`src/rtl/eeprom_seq.sv`:
```
// eeprom_seq: replays a loadable (address, data) table to the EEPROM converter
// as WR strobes, reads the entries back with RD strobes and compares the
// returned bytes, handshaking every transaction on the rising edge of ACK.
module eeprom_seq #(
  parameter int  ADDR_W      = 11,
  parameter int  DATA_W      = 8,
  parameter int  DEPTH       = 16,
  parameter int  GAP_CYC     = 5,
  parameter int  PULSE_CYC   = 1,
  parameter int  PHASE_GAP   = 10,
  parameter int  TIMEOUT_CYC = 4096,
  localparam int IW          = $clog2(DEPTH)
) (
  input  logic              CLK,
  input  logic              RESET,
  input  logic              tbl_we,
  input  logic [IW-1:0]     tbl_idx,
  input  logic [ADDR_W-1:0] tbl_addr,
  input  logic [DATA_W-1:0] tbl_data,
  input  logic              start,
  input  logic [1:0]        mode,
  input  logic [IW:0]       count,
  input  logic              ACK,
  output logic              WR,
  output logic              RD,
  output logic [ADDR_W-1:0] ADDR,
  output logic [DATA_W-1:0] DATA_OUT,
  output logic              DATA_OE,
  input  logic [DATA_W-1:0] DATA_IN,
  output logic              busy,
  output logic              done,
  output logic              timeout,
  output logic [IW:0]       err_cnt,
  output logic              err_valid,
  output logic [IW-1:0]     err_idx
);

  // One shared cycle counter serves every timed state, so size it for the longest.
  localparam int MAX_A = (GAP_CYC > PULSE_CYC) ? GAP_CYC : PULSE_CYC;
  localparam int MAX_B = (PHASE_GAP > TIMEOUT_CYC) ? PHASE_GAP : TIMEOUT_CYC;
  localparam int MAXC  = (MAX_A > MAX_B) ? MAX_A : MAX_B;
  localparam int CW    = $clog2(MAXC + 1);

  typedef enum logic [2:0] {
    IDLE,
    GAP,
    STROBE,
    WAIT_ACK,
    PHASE,
    DONE
  } state_t;

  // Mismatch counter sticks at all-ones instead of wrapping.
  function automatic logic [IW:0] sat_inc(input logic [IW:0] v);
    return (&v) ? v : v + 1'b1;
  endfunction

  // True in the last cycle of an n-cycle interval counted from zero.
  function automatic logic elapsed(input logic [CW-1:0] c, input int n);
    return (int'(c) + 1 >= n);
  endfunction

  logic [ADDR_W-1:0] tbl_addr_q [DEPTH];
  logic [DATA_W-1:0] tbl_data_q [DEPTH];

  state_t            state_q, state_d;
  logic [IW-1:0]     idx_q, idx_d;
  logic [CW-1:0]     cnt_q, cnt_d;
  logic              wr_phase_q, wr_phase_d;
  logic              verify_q, verify_d;
  logic [IW:0]       count_q, count_d;
  logic              ack_q;
  logic [ADDR_W-1:0] addr_q, addr_d;
  logic [DATA_W-1:0] dout_q, dout_d;
  logic              timeout_q, timeout_d;
  logic [IW:0]       err_cnt_q, err_cnt_d;
  logic              err_valid_q, err_valid_d;
  logic [IW-1:0]     err_idx_q, err_idx_d;
  logic              ack_rise;
  logic              load;

  // A level-high ACK only counts on the cycle it first rises.
  assign ack_rise = ACK & ~ack_q;

  // Transaction table: loadable only while idle and deliberately kept across RESET.
  always_ff @(posedge CLK) begin
    if (tbl_we && (state_q == IDLE)) begin
      tbl_addr_q[tbl_idx] <= tbl_addr;
      tbl_data_q[tbl_idx] <= tbl_data;
    end
  end

  // Control, bus and result registers.
  always_ff @(posedge CLK or posedge RESET) begin
    if (RESET) begin
      state_q     <= IDLE;
      idx_q       <= '0;
      cnt_q       <= '0;
      wr_phase_q  <= 1'b0;
      verify_q    <= 1'b0;
      count_q     <= '0;
      ack_q       <= 1'b0;
      addr_q      <= '0;
      dout_q      <= '0;
      timeout_q   <= 1'b0;
      err_cnt_q   <= '0;
      err_valid_q <= 1'b0;
      err_idx_q   <= '0;
    end else begin
      state_q     <= state_d;
      idx_q       <= idx_d;
      cnt_q       <= cnt_d;
      wr_phase_q  <= wr_phase_d;
      verify_q    <= verify_d;
      count_q     <= count_d;
      ack_q       <= ACK;
      addr_q      <= addr_d;
      dout_q      <= dout_d;
      timeout_q   <= timeout_d;
      err_cnt_q   <= err_cnt_d;
      err_valid_q <= err_valid_d;
      err_idx_q   <= err_idx_d;
    end
  end

  // Next-state logic: sequencing, read-back compare and result bookkeeping.
  always_comb begin
    state_d     = state_q;
    idx_d       = idx_q;
    cnt_d       = cnt_q + 1'b1;
    wr_phase_d  = wr_phase_q;
    verify_d    = verify_q;
    count_d     = count_q;
    addr_d      = addr_q;
    dout_d      = dout_q;
    timeout_d   = timeout_q;
    err_cnt_d   = err_cnt_q;
    err_valid_d = err_valid_q;
    err_idx_d   = err_idx_q;
    load        = 1'b0;

    case (state_q)
      IDLE: begin
        cnt_d = '0;
        if (start) begin
          if (count != '0) begin
            state_d     = GAP;
            idx_d       = '0;
            wr_phase_d  = (mode != 2'b01);
            verify_d    = mode[1];
            count_d     = count;
            load        = 1'b1;
            timeout_d   = 1'b0;
            err_cnt_d   = '0;
            err_valid_d = 1'b0;
            err_idx_d   = '0;
          end else begin
            state_d = DONE;
          end
        end
      end
      GAP: begin
        if (elapsed(cnt_q, GAP_CYC)) begin
          state_d = STROBE;
          cnt_d   = '0;
        end
      end
      STROBE: begin
        if (elapsed(cnt_q, PULSE_CYC)) begin
          state_d = WAIT_ACK;
          cnt_d   = '0;
        end
      end
      WAIT_ACK: begin
        if (ack_rise) begin
          cnt_d = '0;
          // DATA_IN is only guaranteed valid in the ACK-rise cycle, so compare now.
          if (!wr_phase_q && (DATA_IN != tbl_data_q[idx_q])) begin
            err_cnt_d = sat_inc(err_cnt_q);
            if (!err_valid_q) begin
              err_valid_d = 1'b1;
              err_idx_d   = idx_q;
            end
          end
          if ({1'b0, idx_q} == count_q - 1'b1) begin
            state_d = (wr_phase_q && verify_q) ? PHASE : DONE;
          end else begin
            idx_d   = idx_q + 1'b1;
            state_d = GAP;
            load    = 1'b1;
          end
        end else if (elapsed(cnt_q, TIMEOUT_CYC)) begin
          state_d   = DONE;
          timeout_d = 1'b1;
          cnt_d     = '0;
        end
      end
      PHASE: begin
        if (elapsed(cnt_q, PHASE_GAP)) begin
          state_d    = GAP;
          wr_phase_d = 1'b0;
          idx_d      = '0;
          load       = 1'b1;
          cnt_d      = '0;
        end
      end
      DONE: begin
        state_d = IDLE;
        cnt_d   = '0;
      end
      default: begin
        state_d = IDLE;
      end
    endcase

    // Bus values are captured on GAP entry and then held until WAIT_ACK is left.
    if (load) begin
      addr_d = tbl_addr_q[idx_d];
      if (wr_phase_d) begin
        dout_d = tbl_data_q[idx_d];
      end
    end
  end

  // Strobes decode straight from state so RESET drops them without waiting for a clock.
  assign WR        = (state_q == STROBE) && wr_phase_q;
  assign RD        = (state_q == STROBE) && !wr_phase_q;
  assign DATA_OE   = wr_phase_q && ((state_q == GAP) || (state_q == STROBE) ||
                                    (state_q == WAIT_ACK));
  assign ADDR      = addr_q;
  assign DATA_OUT  = dout_q;
  assign busy      = (state_q != IDLE);
  assign done      = (state_q == DONE);
  assign timeout   = timeout_q;
  assign err_cnt   = err_cnt_q;
  assign err_valid = err_valid_q;
  assign err_idx   = err_idx_q;

endmodule

```
`config.mk`:
```
export PLATFORM = sky130hd
export DESIGN_NAME = eeprom_seq
export DESIGN_NICKNAME = d
export VERILOG_FILES = /design/src/rtl/eeprom_seq.sv
export SDC_FILE = /design/constraint.sdc
export NUM_CORES = 1
export LEC_CHECK = 0
export BUFFER_PORTS_ARGS = -buffer_cell sky130_fd_sc_hd__buf_2
export CAP_MARGIN = 10
export CELL_PAD_IN_SITES_DETAIL_PLACEMENT = 1
export CELL_PAD_IN_SITES_GLOBAL_PLACEMENT = 1
export CORE_MARGIN = 2
export CORE_UTILIZATION = 55
export CTS_BUF_LIST = sky130_fd_sc_hd__clkbuf_8
export CTS_CLUSTER_SIZE = 30
export DETAILED_ROUTE_END_ITERATION = 16
export PLACE_DENSITY_LB_ADDON = 0.1
export REMOVE_ABC_BUFFERS = 1
export SLEW_MARGIN = 5
export SYNTH_ARGS = -nofsm -noshare
export SYNTH_HDL_FRONTEND = slang
export SYNTH_SLANG_ARGS = --single-unit
export TNS_END_PERCENT = 20
```
`constraint.sdc`:
```
create_clock -name CLK -period 5.1 [get_ports CLK]
set_input_delay 0.765 -clock CLK [delete_from_list [all_inputs] [get_ports CLK]]
set_output_delay 0.765 -clock CLK [all_outputs]
set_load 0.02 [all_outputs]
```
==> run summary, run 1 <==
outcome: complete, no violations
via count of the first global-routing pass: 11.9k
crit start category: flop
count of hold-fix buffers inserted at cts: 0
Hold Fails Final Rpt: 0
sum of overflow across all layers after global routing: 0
Area Overhead vs Synth: 13.2%
number of nets in the final layout: 1363
sequential share of power: 41.3%
initial antenna violation count: 2
overall routed net length: 47200 um
post-layout util: 63.1%
number of cells on the worst reg-to-reg path: 13
actual transition at the worst max-transition pin: 0.990 ns
Placed Cells: 1637
total standard cell area after synthesis: 16000 um2
net switching power figure: 3.06 mW
chip width: 175 um
critical path arrival: 4.82 ns
final weighted congestion of routability-driven global placement: 0.814
H-tree Lvls: 2
switching share of power: 35.3%
number of distinct library cell variants in the gate-level netlist after synthesis: 68
cells after synthesis: 1207
post-detail-place hpwl: 28200 um
# Post-CTS Setup Buffers: 0
count of vias placed by the detailed router: 11.0k
met3 Usage GRT: 4.94%
async set-reset flop share out of synthesis: 16.0%
grt met2 use: 53.6%
max-capacitance violation count: 0
clock insertion delay at the later pin of the skew report: 0.63 ns
endpoint type of the worst setup path: flop
portion of the post-synthesis area used by sequential elements: 66.2%
share of the clock period used by the worst path: 85.0%
post-route worst setup slack: 0.767 ns
max frequency: 0.231 GHz
number of register bits inferred by synthesis: 362
Tmin final: 4.33 ns
floorplan die height: 175 um
Site Rows: 62
Cell Count, Final, Fillers Out: 1749
cell-internal power: 5.62 mW
global-route wire length before repair: 71400 um
I/O pin cnt: 78
number of pins exceeding their max-slew limit in the final report: 0
Combinational Power Share: 29.3%
clock tree from TritonCTS: done
Global Route met1 Usage: 41.0%
Inserted Diodes: 0
total global routing track utilization: 31.5%
Finish-stage setup viols: 0
cell breakdown of the critical path: ha_1 -> nand2_1 -> nor4_4 -> mux2_1 -> or3_4 -> o22ai_4 -> a22oi_4 -> inv_4 -> nor2_2 -> buf_4 -> a221o_1 -> nor2_1 -> o211ai_1
cells resized by post-CTS repair: 0
cell at the slowest stage of the critical path: inv_4
worst-path fanout max: 35
area enclosed by the die boundary: 30500 um2
Clk pin slew, worst setup/hold paths: 0.07 ns
initial cell density of the core: 55.7%
Clock Sinks: 362
Most Used Layer, Global Route: met2
number of routed nets with antenna violations: 0
Most used DFF post-synth: edfxtp_1
maximum number of pins on one net before global-route repair: 54
syn avg cell area: 13.3 um2
post-route total power: 8.69 mW
maximum count of clock buffers along a single path: 3
first drt pass iteration count: 5
count of buffering cells on the critical path with inverters included: 2
core area: 28700 um2
fraction of final layout cells with drive strength greater than 1: 20.4%
clock network fraction of design power: 29.4%
buffers added on ports: 77
data required time at the worst endpoint: 5.59 ns
DRC violation total after the first TritonRoute iteration: 1178
routed vias/inst: 6.32
setup clock skew after layout: 0.0264 ns
RSZ-0062 raised after global routing: no
wire length per cell after detailed routing: 27.0 um
number of enable flip-flop cells after synthesis: 304
cell leakage power: 6.39 nW
critical path's largest stage delay: 0.53 ns
worst max-slew margin expressed relative to the limit: 33.9%
synth warn: 0
power per cell area: 480 nW/um2
critical path depth in cells: 13
classification of the worst-slack hold path: primary input to flop
Post-Place Worst Slack: 0.862 ns
Worst Hold Path Cells: 1
number of remaining DRC errors: 0
TritonCTS buffer count: 59
delay-heaviest family, CP: simple AND/OR/NAND/NOR gates
critical setup path kind: flop to flop
largest vdd supply drop: 0.271 mV
clock root cell: clkbuf_8
state kept, by name, indices dropped and copies added (netlist names):
signal      flops
verify_q        1
err_cnt         5
err_idx         4
err_valid       1
wr_phase_q      1
cnt_q          13
count_q         5
tbl_data_q    128
ADDR           11
ack_q           1
tbl_addr_q    176
DATA_OUT        8
timeout         1
idx_q           4
state_q         3
cells by family after synthesis:
group | count (synthesis) | share of synthesized area, %
AND/OR/NAND/NOR | 477 | 13.8
buffers and inverters | 87 | 2.53
multiplexers | 97 | 8.80
adder cells (fa/ha/maj) | 6 | 0.469
AO/OA/AOI/OAI | 152 | 6.87
flip-flops | 362 | 66.2
XOR/XNOR | 26 | 1.42
power groups by stage:
stage	sequential, mW	clock, mW	combinational (mW)
floorplan	3.75	0	1.42
global placement	3.63	0	2.44
detailed placement	3.64	0	2.50
CTS	3.58	2.58	2.54
global route	3.61	2.70	2.73
finish	3.59	2.56	2.54
layout by cell type, fill, tap and decap left out, types with 9 or more instances in the layout:
cell,synthesis,final
a21oi_1,32,32
a221o_1,20,20
a31oi_1,25,24
buf_2,31,77
buf_4,7,39
clkbuf_8,0,66
clkinv_1,0,11
dfrtp_1,58,57
edfxtp_1,304,304
inv_1,12,34
mux2i_1,54,54
mux4_2,34,34
nand2_1,238,238
nand3_1,74,74
nand4_1,32,32
nor2_1,58,46
nor2_2,6,15
nor2b_1,15,15
o211ai_1,21,21
o21ai_0,15,15
o22ai_1,9,9
xnor2_1,17,17
xor2_1,9,9
worst paths after layout:
check	from	end	slack [ns]
min	ACK	ack_q$_DFF_PP0_	0.28
max reg2reg	cnt_q[0]$_DFF_PP0_	ADDR[6]$_DFFE_PP0N_	0.77
min reg2reg	timeout$_DFFE_PP0P_	timeout$_DFFE_PP0P_	0.48
max in group asynchronous	RESET	idx_q[1]$_DFF_PP0_	3.82
max	cnt_q[0]$_DFF_PP0_	ADDR[6]$_DFFE_PP0N_	0.77
min in group asynchronous	RESET	err_cnt[3]$_DFFE_PP0P_	0.33
layer usage:
layer | vias to the layer above | share of wire [%]
met5 | - | 0.059
li1 | 4781 | -
met2 | 530 | 50
met4 | 4 | 3.4
met3 | 118 | 6.8
met1 | 5613 | 40
through the flow:
step	setup TNS (ns)	area, um2	hold slack [ns]
after floorplan	-6.35	15600	0.480
after global placement	0	16900	0.473
after detailed placement	0	16900	0.476
after CTS	0	18100	0.262
after global routing	0	18100	0.280
final	0	18100	0.285
final cells by class:
class,count,area (um2)
fill,2802,10600
sequential,362,10600
multi-input combinational,758,5080
clock buffer,66,908
timing repair buffer,118,718
tap,384,480
clock inverter,46,278
inverter,15,60.1
Yosys cell counts, types with 9 or more instances:
cell type  instances  area (um2)
mux2i_1           54         541
nor2_1            58         218
o22ai_1            9        56.3
buf_2             31         155
a21oi_1           32         160
inv_1             12        45.0
nand4_1           32         200
nand3_1           74         370
edfxtp_1         304        9130
a221o_1           20         200
o21ai_0           15        75.1
nor3_1            12        60.1
a31oi_1           25         156
clkbuf_1          24        90.1
mux4_2            34         766
dfrtp_1           58        1450
xor2_1             9        78.8
nand2_1          238         893
xnor2_1           17         149
nor2b_1           15        93.8
o211ai_1          21         158
(Power assumes the default switching activity.)
==> run 2, diff against run 1 <==
Settings changed: CORE_UTILIZATION 55 to 53.
Clock period 5.1 ns to 4 ns, I/O delays scaled along.
==> run 2 against run 1 <==
Compared with the run above: global-route usage fell by 1.4 points; worst hold slack worse by 0.16 ns; largest power group unchanged; combinational power grew 31%; sequential cell count did not move; sequential share of layout area down 0.34 points; setup slack got worse by 0.56 ns.
==> run summary, run 2 (synthesis results as in run 1) <==
Area Overhead vs Synth: 13.9% (was 13.2%)
register name with the most flops: tbl_addr_q (unchanged)
power per cell area: 597 nW/um2 (was 480 nW/um2)
number of routed nets with antenna violations: 0 (unchanged)
placed cell area: 17100 um2 (was 16900 um2)
count of hold-fix buffers inserted at cts: 0 (unchanged)
floorplan die height: 178 um (was 175 um)
Post-Place Worst Slack: 0.0823 ns (was 0.862 ns)
area enclosed by the die boundary: 31600 um2 (was 30500 um2)
sum of overflow across all layers after global routing: 0 (unchanged)
crit start category: flop (unchanged)
Register-to-Register Setup Slack: 0.21 ns (was 0.77 ns)
cells resized by post-CTS repair: 0 (unchanged)
count of buffering cells on the critical path with inverters included: 2 (unchanged)
chip width: 178 um (was 175 um)
worst max-slew margin expressed relative to the limit: 27.8% (was 33.9%)
H-tree Lvls: 2 (unchanged)
clock insertion delay at the later pin of the skew report: 0.64 ns (was 0.63 ns)
post-detail-place hpwl: 28900 um (was 28200 um)
number of flip-flops under the largest register name: 176 (unchanged)
largest vdd supply drop: 0.287 mV (was 0.271 mV)
critical path arrival: 4.25 ns (was 4.82 ns)
buffers added on ports: 77 (unchanged)
post-route worst setup slack: 0.206 ns (was 0.767 ns)
final non-filler cell area: 18200 um2 (was 18100 um2)
number of cells on the worst reg-to-reg path: 13 (unchanged)
cell leakage power: 6.51 nW (was 6.39 nW)
cell at the slowest stage of the critical path: dfrtp_1 (was inv_4)
count of vias placed by the detailed router: 11.1k (was 11.0k)
Inserted Diodes: 0 (unchanged)
fraction of final layout cells with drive strength greater than 1: 21.0% (was 20.4%)
clock tree from TritonCTS: done (unchanged)
critical setup path kind: flop to flop (unchanged)
max frequency: 0.264 GHz (was 0.231 GHz)
actual transition at the worst max-transition pin: 1.08 ns (was 0.990 ns)
I/O pin cnt: 78 (unchanged)
delay-heaviest family, CP: simple AND/OR/NAND/NOR gates (unchanged)
wire length per cell after detailed routing: 26.3 um (was 27.0 um)
via count of the first global-routing pass: 11.8k (was 11.9k)
initial antenna violation count: 0 (was 2)
cell breakdown of the critical path: ha_2 -> nand2_1 -> nor4_4 -> mux2_1 -> or3_4 -> o22ai_4 -> a22oi_4 -> inv_6 -> buf_12 -> mux2i_1 -> o211ai_1 -> a221oi_1 -> o22ai_1 (was ha_1 -> nand2_1 -> nor4_4 -> mux2_1 -> or3_4 -> o22ai_4 -> a22oi_4 -> inv_4 -> nor2_2 -> buf_4 -> a221o_1 -> nor2_1 -> o211ai_1)
DRC violation total after the first TritonRoute iteration: 987 (was 1178)
Clock Sinks: 362 (unchanged)
Hold Fails Final Rpt: 0 (unchanged)
endpoint type of the worst setup path: flop (unchanged)
routed vias/inst: 6.25 (was 6.32)
most common cell after layout, fill and taps aside: edfxtp_1 (unchanged)
Clk pin slew, worst setup/hold paths: 0.06 ns (was 0.07 ns)
setup clock skew after layout: 0.0483 ns (was 0.0264 ns)
leading registers by flop count: tbl_addr_q (176), tbl_data_q (128), cnt_q (13) (unchanged)
origin of the critical flop-to-flop path: cnt_q[0]$_DFF_PP0_ (unchanged)
data required time at the worst endpoint: 4.46 ns (was 5.59 ns)
maximum number of pins on one net before global-route repair: 67 (was 54)
share of the clock period used by the worst path: 94.8% (was 85.0%)
TritonCTS buffer count: 59 (unchanged)
max-capacitance violation count: 0 (unchanged)
initial cell density of the core: 54.0% (was 55.7%)
Min-Delay Endpoint: ack_q$_DFF_PP0_ (unchanged)
capture point of the worst reg-to-reg path: DATA_OUT[0]$_DFFE_PP0P_ (was ADDR[6]$_DFFE_PP0N_)
classification of the worst-slack hold path: primary input to flop (unchanged)
# Post-CTS Setup Buffers: 0 (unchanged)
total global routing track utilization: 30.1% (was 31.5%)
worst-path fanout max: 18 (was 35)
min-delay src: ACK (unchanged)
number of nets in the final layout: 1381 (was 1363)
number of pins exceeding their max-slew limit in the final report: 0 (unchanged)
Finish-stage setup viols: 0 (unchanged)
number of remaining DRC errors: 0 (unchanged)
core area: 29600 um2 (was 28700 um2)
Worst Hold Path Cells: 1 (unchanged)
post-layout util: 61.5% (was 63.1%)
clock root cell: clkbuf_8 (unchanged)
outcome: complete, no violations (unchanged)
critical path's largest stage delay: 0.46 ns (was 0.53 ns)
global-route wire length before repair: 70000 um (was 71400 um)
Tmin final: 3.79 ns (was 4.33 ns)
commonest non-fill, non-tap cells in the layout: edfxtp_1, nand2_1, buf_2 (unchanged)
Site Rows: 63 (was 62)
first drt pass iteration count: 5 (unchanged)
final weighted congestion of routability-driven global placement: 0.809 (was 0.814)
overall routed net length: 46600 um (was 47200 um)
maximum count of clock buffers along a single path: 3 (unchanged)
-- run 2: cell types whose count changed in the layout (fill, tap and decap cells not counted), sizes merged --
cell and change:
clkinv -13, buf +18, clkbuf -2, bufinv -3
clkinvlp +1, inv +17
-- run 2: metrics by stage --
step	power, mW	instances	TNS [ns]	hold slack, ns
detailed placement	7.95	1661	0	0.491
floorplan	6.59	1135	-28.35	0.480
CTS	10.9	1773	0	0.0940
global placement	7.84	1661	0	0.470
global route	11.4	1773	-0.00945	0.111
finish	10.9	1773	0	0.120
-- run 2: area by class of cell --
class	instances	area, um2
tap	390	488
clock inverter	48	211
clock buffer	64	881
multi-input combinational	758	5080
fill	2927	11400
sequential	362	10600
timing repair buffer	136	915
inverter	15	62.6
-- run 2: power breakdown --
part | switching [mW] | internal, mW | leakage (nW) | total, mW
sequential | 0.246 | 4.33 | 3.47 | 4.58
clock | 1.48 | 1.48 | 0.700 | 2.96
combinational | 2.12 | 1.22 | 2.34 | 3.33
total | 3.84 | 7.03 | 6.51 | 10.9
-- run 2: worst max-delay path by stage --
| stage | startpoint | to | slack, ns | cells after the start |
|---|---|---|---|---|
| 2_1_floorplan | idx_q[1]$_DFF_PP0_ | ADDR[9]$_DFFE_PP0N_ | -1.63 | 11 |
| 3_3_place_gp | idx_q[1]$_DFF_PP0_ | ADDR[9]$_DFFE_PP0N_ | 0.31 | 12 |
| 3_5_place_dp | cnt_q[0]$_DFF_PP0_ | DATA_OUT[2]$_DFFE_PP0P_ | 0.08 | 12 |
| 4_1_cts | cnt_q[0]$_DFF_PP0_ | DATA_OUT[2]$_DFFE_PP0P_ | 0.07 | 12 |
| 5_1_grt | cnt_q[0]$_DFF_PP0_ | DATA_OUT[0]$_DFFE_PP0P_ | -0.009 | 13 |
| 6_report | cnt_q[0]$_DFF_PP0_ | DATA_OUT[0]$_DFFE_PP0P_ | 0.21 | 13 |
-- run 2: routing by layer --
| layer | GRT usage, % | up-vias | part of all wire, % |
|---|---|---|---|
| li1 | - | 4799 | - |
| met1 | 39.3 | 5633 | 40 |
| met4 | 12.6 | 0 | 3.8 |
| met5 | 0 | - | 0 |
| met3 | 4.91 | 133 | 7.3 |
| met2 | 50.3 | 508 | 49 |
